<file path="src/rtl/adder_share_arb.sv">
// adder_share_arb: round-robin sharing of one 8-bit prefix adder among NREQ
// requesters, with a one-entry result register that supports backpressure.
// Also holds the shared adder itself (module adder).

// 8-bit Kogge-Stone adder; the carry-out is dropped, so s = (a + b) mod 256.
module adder (
    input  logic [7:0] a,
    input  logic [7:0] b,
    output logic [7:0] s
);
    logic [7:0] g0, p0, g1, p1, g2, p2, g3;

    // Bit-level generate/propagate.
    assign g0 = a & b;
    assign p0 = a ^ b;

    // Prefix levels with spans 1, 2 and 4. Zeros shift in below bit 0
    // because there is no carry-in.
    assign g1 = g0 | (p0 & {g0[6:0], 1'b0});
    assign p1 = p0 & {p0[6:0], 1'b0};
    assign g2 = g1 | (p1 & {g1[5:0], 2'b00});
    assign p2 = p1 & {p1[5:0], 2'b00};
    assign g3 = g2 | (p2 & {g2[3:0], 4'b0000});

    // The carry into bit i is the group generate of bits i-1..0.
    assign s = p0 ^ {g3[6:0], 1'b0};
endmodule

module adder_share_arb #(
    parameter int NREQ = 4,
    parameter int IDW  = 2,
    parameter int CNTW = 16
) (
    input  logic              clk,
    input  logic              rst_n,
    input  logic [NREQ-1:0]   req_valid,
    output logic [NREQ-1:0]   req_ready,
    input  logic [NREQ*8-1:0] req_a,
    input  logic [NREQ*8-1:0] req_b,
    output logic              rsp_valid,
    input  logic              rsp_ready,
    output logic [7:0]        rsp_sum,
    output logic [IDW-1:0]    rsp_id,
    output logic [CNTW-1:0]   done_cnt
);
    localparam int unsigned NREQ_U = NREQ;

    typedef enum logic {
        EMPTY = 1'b0,
        FULL  = 1'b1
    } state_e;

    state_e          state_q, state_d;
    logic [IDW-1:0]  rr_ptr_q, rr_ptr_d;
    logic [7:0]      rsp_sum_q, rsp_sum_d;
    logic [IDW-1:0]  rsp_id_q, rsp_id_d;
    logic [CNTW-1:0] done_cnt_q, done_cnt_d;

    logic            grant_found;
    logic [IDW-1:0]  grant_idx;
    logic [IDW-1:0]  cand;
    logic            can_accept;
    logic            do_grant;
    logic            out_fire;
    logic [7:0]      op_a, op_b, sum;

    // (base + off) mod NREQ, for off < NREQ; works for non-power-of-two NREQ.
    function automatic logic [IDW-1:0] wrap_idx(input logic [IDW-1:0] base,
                                                input int unsigned    off);
        int unsigned t;
        t = 32'(base) + off;
        if (t >= NREQ_U) t = t - NREQ_U;
        return IDW'(t);
    endfunction

    // Round-robin pick: first valid requester scanning upward from rr_ptr.
    always_comb begin
        // NOTE: every combinational output gets a default before any branch,
        // otherwise paths that skip an assignment infer a latch.
        grant_found = 1'b0;
        grant_idx   = '0;
        cand        = '0;
        for (int k = 0; k < NREQ; k++) begin
            cand = wrap_idx(rr_ptr_q, k);
            if (!grant_found && req_valid[cand]) begin
                grant_found = 1'b1;
                grant_idx   = cand;
            end
        end
    end

    // Handshake qualifiers; reset gates the grant so nothing is accepted
    // while rst_n is low.
    always_comb begin
        can_accept = (state_q == EMPTY) || rsp_ready;
        do_grant   = rst_n && can_accept && grant_found;
        out_fire   = (state_q == FULL) && rsp_ready;
        req_ready  = do_grant ? (NREQ'(1) << grant_idx) : '0;
    end

    // Operand mux in front of the single shared adder.
    always_comb begin
        op_a = req_a[{grant_idx, 3'b000} +: 8];
        op_b = req_b[{grant_idx, 3'b000} +: 8];
    end

    adder u_adder (
        .a (op_a),
        .b (op_b),
        .s (sum)
    );

    // Next-state for the output register, pointer and counter. A drain and
    // a refill in the same cycle both take effect, so FULL stays FULL.
    always_comb begin
        state_d    = state_q;
        rr_ptr_d   = rr_ptr_q;
        rsp_sum_d  = rsp_sum_q;
        rsp_id_d   = rsp_id_q;
        done_cnt_d = done_cnt_q;
        if (out_fire) begin
            done_cnt_d = done_cnt_q + CNTW'(1);
            state_d    = EMPTY;
        end
        if (do_grant) begin
            state_d   = FULL;
            rsp_sum_d = sum;
            rsp_id_d  = grant_idx;
            rr_ptr_d  = wrap_idx(grant_idx, 1);
        end
    end

    // State registers with synchronous active-low reset.
    always_ff @(posedge clk) begin
        // NOTE: non-blocking assignments here so every flop samples the
        // pre-edge values; blocking would create order-dependent races.
        if (!rst_n) begin
            state_q    <= EMPTY;
            rr_ptr_q   <= '0;
            rsp_sum_q  <= '0;
            rsp_id_q   <= '0;
            done_cnt_q <= '0;
        end else begin
            state_q    <= state_d;
            rr_ptr_q   <= rr_ptr_d;
            rsp_sum_q  <= rsp_sum_d;
            rsp_id_q   <= rsp_id_d;
            done_cnt_q <= done_cnt_d;
        end
    end

    assign rsp_valid = (state_q == FULL);
    assign rsp_sum   = rsp_sum_q;
    assign rsp_id    = rsp_id_q;
    assign done_cnt  = done_cnt_q;
endmodule

</file>
<file path="config.mk">
export PLATFORM = sky130hd
export DESIGN_NAME = adder_share_arb
export DESIGN_NICKNAME = d
export VERILOG_FILES = /design/src/rtl/adder_share_arb.sv
export SDC_FILE = /design/constraint.sdc
export NUM_CORES = 1
export LEC_CHECK = 0
export CAP_MARGIN = 30
export CORE_MARGIN = 3
export CORE_UTILIZATION = 46
export CTS_BUF_LIST = sky130_fd_sc_hd__clkbuf_2
export CTS_CLUSTER_SIZE = 20
export DETAILED_ROUTE_END_ITERATION = 10
export GPL_ROUTABILITY_DRIVEN = 1
export PLACE_DENSITY = 0.85
export REMOVE_ABC_BUFFERS = 1
export SYNTH_ARGS = -nofsm -noshare
export SYNTH_HDL_FRONTEND = slang
export SYNTH_SLANG_ARGS = --single-unit
</file>
<file path="constraint.sdc">
create_clock -name clk -period 7.9 [get_ports clk]
set_clock_uncertainty 0.15 [all_clocks]
set_input_delay 2.37 -clock clk [delete_from_list [all_inputs] [get_ports clk]]
set_output_delay 2.37 -clock clk [all_outputs]
set_load 0.05 [all_outputs]
</file>
# == Word level (Yosys, flattened, before mapping) ==
# Cells that the tools add are included.
# op_classes
div,0
n_reduce_logical,11
n_addsub,10
mux,24
n_bitwise,12
mul,0
n_lt_le_gt_ge,9
eq_ne,0
shifts,3
# op_table
operator,count
32-bit by 6-bit variable part select with 8-bit output,2
7-bit AND,6
7-bit bitwise OR,3
2-bit two-way mux,9
"16-bit by 1-bit adder with 16-bit output, second input constant",1
8-bit bitwise XOR,2
"3-bit greater-or-equal comparator, second input constant",4
"2-bit by 3-bit less-than comparator with 1-bit output, second input constant",4
1-bit two-way mux,10
"2-bit by 1-bit subtractor with 2-bit output, second input constant",5
1-bit binary-select mux with 2-bit select,4
"2-bit by 1-bit adder with 3-bit output, second input constant",2
"2-bit by 2-bit adder with 3-bit output, second input constant",2
1-bit logical AND,6
4-bit two-way mux,1
"1-bit by 2-bit left shift with 4-bit output, first input constant",1
"2-bit by 3-bit greater-or-equal comparator with 1-bit output, second input constant",1
1-bit zero test,3
2-bit nonzero test,1
1-bit logical OR,1
1-bit inverter,1
# word_totals
output_inout_bits,31
rom_bits,0
latch_bits,0
ram_bits,0
regBits,29
in_bits,71
mem_count,0

# == Longest topological paths before layout ==
# logic_depth
depth_word,23
mapped_depth,17

# == Hierarchy ==
# A second synthesis with hierarchy kept.
# hier_totals
hier_cells,246
hier_area_um2,2137.0
# by_module_without_submodules
mod,seq_area_each_um2,cells_per_inst,instances,area_each_um2
adder_share_arb,580.6,205,1,1820.5
adder,0.0,41,1,316.6

# == Least setup slack after synthesis ==
# No wires, ideal clock.
# synth_timing
path_type,in2out
start,input req_valid[2]
end,output req_ready[1]
path_slack_ns,1.405
t_required_ns,5.380
cell_stages,9
t_arrival_ns,3.975
path_cell_list,nor2b_2 a221o_1 and2_1 buf_6 buf_6 buf_6 inv_2 ha_1 and2_1
# synth_between
elab_chain_len,14
word_cells_on_any_way,25
cone_classes,shift: 1; mux: 17; reduce/logical: 7
# synth_lines
element,line_no,source
"start, declared",36,"input logic [NREQ-1:0] req_valid,"
1-bit binary-select mux with 2-bit select,85,if (!grant_found && req_valid[cand]) begin
1-bit two-way mux (not written as such),85,
1-bit two-way mux,85,
1-bit zero test,85,
1-bit logical AND,85,
1-bit two-way mux,85,
1-bit zero test,85,
1-bit logical AND,85,
1-bit two-way mux,85,
1-bit zero test,85,
1-bit logical AND,85,
2-bit two-way mux *,85,
net grant_idx[1],60,logic [IDW-1:0] grant_idx;
1-bit by 2-bit left shift with 4-bit output *,98,req_ready = do_grant ? (NREQ'(1) << grant_idx) : '0;
4-bit two-way mux *,98,
"end, declared",37,"output logic [NREQ-1:0] req_ready,"
# The timed path passes the listed nets; every way through them passes the cells marked *. The select of a mux whose other input is x is not followed.

# == Worst setup path after layout ==
# layout_timing
start,input req_valid[2]
end,output req_ready[1]
# layout_between
elab_chain_len,14
word_cells_on_any_way,25
cone_classes,shift: 1; mux: 17; reduce/logical: 7
# layout_lines
element,line_no
1-bit binary-select mux with 2-bit select,85
1-bit two-way mux (not written as such),85
1-bit two-way mux,85
1-bit zero test,85
1-bit logical AND,85
1-bit two-way mux,85
1-bit zero test,85
1-bit logical AND,85
1-bit two-way mux,85
1-bit zero test,85
1-bit logical AND,85
2-bit two-way mux or 1-bit two-way mux (tied branches),85
1-bit by 2-bit left shift with 4-bit output or 1-bit logical AND (tied branches),"98, 96"
4-bit two-way mux *,98
# Mark *: on every way between the ends. The rest lies on a longest branch, timed or not. The select of a mux whose other input is x is not followed.

==> qor.yml <==
status: "completed"
drt.antenna.violating_nets: 0
timing.fmax_ghz: 0.138
yosys.area.top_type: "dfxtp_1"
die-area_um2: 5670
cts.clk_slew.worst_paths_ns: 0.16
grt_overflow: 0
fin_crit_ns: 7.22
dp_hpwl_um: 4390
vias: 2140
pwr-share-comb: 0.601
portBuffers: 101
async_flop_share: 0
ys_warn_count: 0
clk-insertion-delay-late_ns: 0.37
tns_ns: 0
p_per_area_nw_per_um2: 192
gr-usage-all-layers: 0.193
setup_viol_count_final: 0
ys_types: 42
p_sw_frac: 0.435
post-place-cells: 409
syn_inst: 265
regArea_um2: 581
crit_type: "primary input to primary output"
nets: 448
htree_num_levels: 2
critPathLaunchType: "primary input"
gp_congestion: 0.801
cts_hold_buf: 0
crit_arrival_ns: 4.70
synth-main-ff-cell: "dfxtp_1"
instances_no_fill: 417
cp_max_fo: 13
n_fill_cell: 376
min_path_cells: 2
power.clock.fraction: 0.121
power_switching_w: 0.000274
synth_top_cell_area_share: 0.263
netlist_top_cells_area: "dfxtp_1 26%, mux2i_1 7.3%, ha_1 6.8%"
die_y_um: 75.3
cts_num_sinks: 29
firstDrtPassIters: 4
viasPerCell: 5.13
required_ns: 5.38
seq_area_frac_synth: 0.263
startpoint: "req_valid[2]"
hold_viol: 0
grt_pass1_wl_um: 8590
drt_iter0_drc: 34
first_global_vias: 2002
cts_buffers: 5
reg2regPathDepth: 16
fp-row-count: 24
hp-start: "rsp_sum[5]$_SDFFE_PN0P_"
final_layout_size_suffix_gt1_frac: 0.0712
min_to: "rsp_sum[5]$_SDFFE_PN0P_"
core-area_um2: 4500
antenna_found_initial: 0
n_antenna_cell: 0
synth_area_per_cell_um2: 8.33
initial_core_util: 0.490
p_seq_frac: 0.278
ctsResizeCount: 0
multiInputGateArea_um2: 1520
maxCapViolations: 0
p_int_w: 0.000355
cts-root-buf: "clkbuf_2"
syn_area_um2: 2210
hp-class: "flop to flop"
drc: 0
rsz0062_at_grt: "no"
ioPinCount: 102
cts_tree: "done"
syn_to_final_growth_pct: 48.2
ys_seq_elements: 29
grt_max_degree: 33
synth-edff-count: 0
utilization: 0.726
max_slew_margin: 0.582
ir_drop_uv: 98.5
clockBufferDepth: 2
r2r-start: "rr_ptr_q[0]$_SDFFE_PN0P_"
totalWireLength_um: 5420
worst_slew_pin_slew_ns: 0.625
fin_crit_sh: 0.914
end_kind: "primary output"
cts_setup_buffers: 0
final_max_slew_viol_count: 0
dieWidth_um: 75.3
route.detailed.wl_per_inst_um: 13.0
r2r_slack_ns: 4.39
leakage_nw: 1.33
r2r_end: "rsp_sum[6]$_SDFFE_PN0P_"
==> state kept, by name, summed over array words and instances, names as in the netlist <==
signal	cells
done_cnt	16
rsp_id	2
rr_ptr_q	2
rsp_valid	1
rsp_sum	8
==> logic make-up after synthesis <==
kind of cell               synth area share
buffers and inverters                0.0544
and+or+nand+nor                       0.236
muxes                                 0.154
DFF                                   0.263
xor gates and xnor gates             0.0754
adders and majority gates            0.0771
AOI/OAI and AO/OA                     0.139
==> through the flow <==
stage                     hold WS, ns  setup slack [ns]  area [um^2]  power [W]
final                           0.319             0.676         3270   0.000629
after CTS                       0.322             0.667         3270   0.000635
after floorplan                 0.304             0.719         2130   0.000442
after global routing            0.340             0.577         3270   0.000675
after detailed placement        0.301             0.670         3230   0.000558
after global placement          0.293             0.729         3230   0.000549
==> worst max-delay path by stage <==
stage	endpoint	slack [ns]	depth (start not counted)
floorplan	req_ready[2]	0.72	5
global placement	req_ready[1]	0.73	5
finish	req_ready[1]	0.68	5
detailed placement	req_ready[0]	0.67	8
global route	req_ready[1]	0.58	8
CTS	req_ready[0]	0.67	8
==> area by class of cell <==
type,instances,area share
repair buffers,104,0.314
clock buffers,5,0.00765
well taps,52,0.0199
clock inverters,3,0.00382
multi-input cells,213,0.464
inverters,11,0.0126
flip-flops and latches,29,0.177
==> cell usage after synthesis, types with 2 or more instances <==
| master | number |
|---|---|
| xnor2_1 | 12 |
| nand2_1 | 29 |
| dfxtp_1 | 29 |
| o21ai_0 | 8 |
| nor2b_1 | 5 |
| buf_2 | 3 |
| ha_1 | 12 |
| and3_1 | 4 |
| and2_1 | 21 |
| xor2_1 | 7 |
| mux2i_1 | 16 |
| mux2_1 | 3 |
| a21boi_0 | 6 |
| clkbuf_1 | 5 |
| o21a_1 | 3 |
| inv_1 | 10 |
| mux2_4 | 9 |
| buf_6 | 4 |
| nor2_1 | 13 |
| nor4_1 | 2 |
| o21ai_1 | 4 |
| nand3_1 | 16 |
| a21oi_1 | 19 |
| nor3_1 | 4 |
| o211ai_1 | 2 |
| or3_1 | 3 |
==> per-layer routing <==
layer  share of wire  GRT usage
met1            0.42      0.220
met2            0.50      0.353
met3           0.073     0.0601
met4           0.013     0.0447
met5               0          0
==> critical path, stage by stage <==
cell	delay [ns]
clkdlybuf4s50_1	0.46
or4_1	0.60
and3_1	0.35
and2_1	0.23
clkdlybuf4s50_1	0.70
==> placed cells by master (no fill, tap or decap), types with 5 or more instances in the layout <==
| cell type | Yosys | layout |
|---|---|---|
| and2_1 | 21 | 20 |
| nor2_1 | 13 | 13 |
| o21ai_0 | 8 | 8 |
| mux2i_1 | 16 | 16 |
| nand2_1 | 29 | 29 |
| a21boi_0 | 6 | 6 |
| inv_1 | 10 | 10 |
| clkbuf_2 | 0 | 5 |
| mux2_4 | 9 | 9 |
| a21oi_1 | 19 | 19 |
| nand3_1 | 16 | 16 |
| xor2_1 | 7 | 7 |
| nor2b_1 | 5 | 5 |
| buf_4 | 0 | 5 |
| ha_1 | 12 | 12 |
| clkdlybuf4s50_1 | 0 | 99 |
| xnor2_1 | 12 | 12 |
| dfxtp_1 | 29 | 29 |
==> power by group through the flow <==
stage | combinational [W] | clock (W) | sequential (W)
after floorplan | 0.000210 | 0 | 0.000232
after global placement | 0.000372 | 0 | 0.000178
after detailed placement | 0.000380 | 0 | 0.000178
after CTS | 0.000382 | 0.0000779 | 0.000175
after global routing | 0.000415 | 0.0000820 | 0.000178
final | 0.000378 | 0.0000761 | 0.000175
Note: power is estimated with default switching activity, not from simulation.
==> RTL edit: new RTL, config.mk and constraints unchanged <==
The parameter `CNTW` goes from 16 to 15.
--- a/src/rtl/adder_share_arb.sv
+++ b/src/rtl/adder_share_arb.sv
@@ -30,5 +30,5 @@
     parameter int NREQ = 4,
     parameter int IDW  = 2,
-    parameter int CNTW = 16
+    parameter int CNTW = 15
 ) (
     input  logic              clk,
Ports: changed (resized done_cnt); port bits go from 102 to 101. No check against the original RTL was run, so the function may have changed too.
==> RTL edit against the unedited design <==
  * Sequential cell count down 1
  * Wire length down 6.6%
  * Non-clock buffer count down 1
  * Area after synthesis up 0.51%
  * Global-route usage down 1.5 points
  * Setup slack worse by 0.090 ns
  * Via count down 2.1%
  * Total power up 4.8%
  * Count of clock-buffer cells in the layout down 2
  * Cell area unchanged
  * Critical endpoint is now req_ready[0]
  * Largest power group unchanged
  * Highest routed layer unchanged
==> RTL edit: results (changes against the unedited design) <==
[setup_path]
setup.worst_path.start = req_valid[0]
arrival_ns = 4.79  ; +0.09 ns
critPathMaxFanout = 6  ; -7
r2r_setup_slack_ns = 4.14  ; -0.25 ns
cp_top_family = buffers and inverters
slowest_delay_ns = 0.81  ; +0.11 ns
regToRegEndpoint = rsp_sum[6]
endpoint = req_ready[0]
worst_path_max_delay_cell = clkdlybuf4s50_1
rr_startpoint = rr_ptr_q[1]

[final_layout]
n_fill_cell = 365  ; -2.9%
nets = 435  ; -2.9%
largest_register_ffs = 15  ; -1
drive_gt1_share_pct = 9.14  ; +2.0 points
antennaDiodeCount = 0  ; unchanged

[place]
io_buffer_count = 100  ; -0.99%
hpwl_um = 4170  ; -5.1%
postPlaceCellArea_um2 = 3230  ; -0.23%
gp_congestion = 0.806  ; +0.60%
dpl_worst_slack_ns = 0.590  ; -0.0800 ns

[pwr]
p_leak_nw = 1.32  ; -0.77%
vdd_drop_max_uv = 98.2  ; -0.37%
p_per_area_nw_per_um2 = 202  ; +4.8%

[grt]
grt_first_pass_wirelength_um = 8150  ; -5.1%
grt_pass1_vias = 1949  ; -2.6%
grtUsageMet3_pct = 3.96  ; -2.1 points
grt_util_met1_pct = 20.5  ; -1.5 points
track_usage_pct = 17.8  ; -1.5 points
use_met2_pct = 32.7  ; -2.6 points
grt_max_degree = 30  ; -9.1%
antenna_found_initial = 0  ; unchanged

[synth]
synth_compound_area_share_pct = 13.8  ; -0.18 points
synth_common_cells = dfxtp_1, a21oi_1, mux2i_1
synthAdderAreaFrac_pct = 7.67  ; -0.039 points
yosysUniqueCellTypes = 44  ; +4.8%
seq_area_frac_synth_pct = 25.3  ; -1.0 points
synth.area.top_cells = dfxtp_1, mux2i_1, mux2_4, ha_1, xnor2_1
async_reset_ff_share_pct = 0  ; unchanged
synth_xor_area_share_pct = 7.11  ; -0.43 points
synthMuxAreaShare_pct = 16.7  ; +1.3 points

[route]
highest_layer = met4
dr_wl_met2_um = 2430  ; -9.4%
drt-met1-wl_um = 2230  ; -1.9%
wl_per_cell_um = 12.6  ; -3.1%
met3RoutedLength_um = 332  ; -16%
detail_route.iter0.violations = 88  ; +160%
via_count = 2096  ; -2.1%

[clock_tree]
cts_resized = 0  ; unchanged
post_cts_buffers = 0  ; unchanged
clk_pin_slew_ns = 0.26  ; +0.10 ns
clk_latency_ns = 0.37  ; about the same
numCtsBuffers = 3  ; -2
cts_htree_levels = 1  ; -1
cts_root_buf = clkbuf_2

[timing]
period_minus_slack_ns = 7.31  ; +0.0902 ns
worst-slew-pin-transition_ns = 0.565  ; -0.0608 ns
setup_viol = 0  ; unchanged
fin_tns_setup_ns = 0  ; unchanged

[outcome]
status = finished, final reports clean

RTL edit: changes by cell type in the layout (fill, tap and decap cells not counted), moves of 3 or more:
| cell | before | now |
|---|---|---|
| nand2b_1 | 1 | 4 |
| mux2_1 | 3 | 0 |
| nand2_1 | 29 | 18 |
| and2_1 | 20 | 17 |
| nor2_1 | 13 | 5 |
| o21ai_0 | 8 | 13 |
| o21ai_1 | 4 | 0 |
| mux2_4 | 9 | 12 |
| mux2i_1 | 16 | 19 |
| nor2_2 | 0 | 7 |
RTL edit: per-stage QoR:
step | total power, mW | cells
floorplan | 0.455 | 243
global placement | 0.572 | 398
detailed placement | 0.579 | 398
CTS | 0.665 | 402
global route | 0.709 | 402
finish | 0.660 | 402
RTL edit: worst min path at each step:
stage	from	to	slack (ns)	cells after the start
after floorplan	rr_ptr_q[0]	rr_ptr_q[0]	0.33	2
after global placement	rsp_sum[0]	rsp_sum[0]	0.29	2
after detailed placement	rsp_sum[0]	rsp_sum[0]	0.31	2
after CTS	rsp_sum[0]	rsp_sum[0]	0.33	2
after global routing	rsp_sum[0]	rsp_sum[0]	0.35	2
final	rsp_sum[2]	rsp_sum[2]	0.33	2
RTL edit: layout make-up:
| class | instances | share of cell area, % |
|---|---|---|
| clock buffer | 3 | 0.459 |
| clock inverter | 1 | 0.918 |
| inverter | 11 | 1.41 |
| multi-input combinational | 204 | 46.2 |
| sequential | 28 | 17.1 |
| tap | 52 | 1.99 |
| timing repair buffer | 103 | 31.9 |
RTL edit: where the power goes:
group	leakage, nW	switching (mW)	total [mW]	internal (mW)
logic	1.07	0.215	0.401	0.186
clock network	0.0266	0.0419	0.0855	0.0436
registers	0.229	0.0126	0.173	0.161
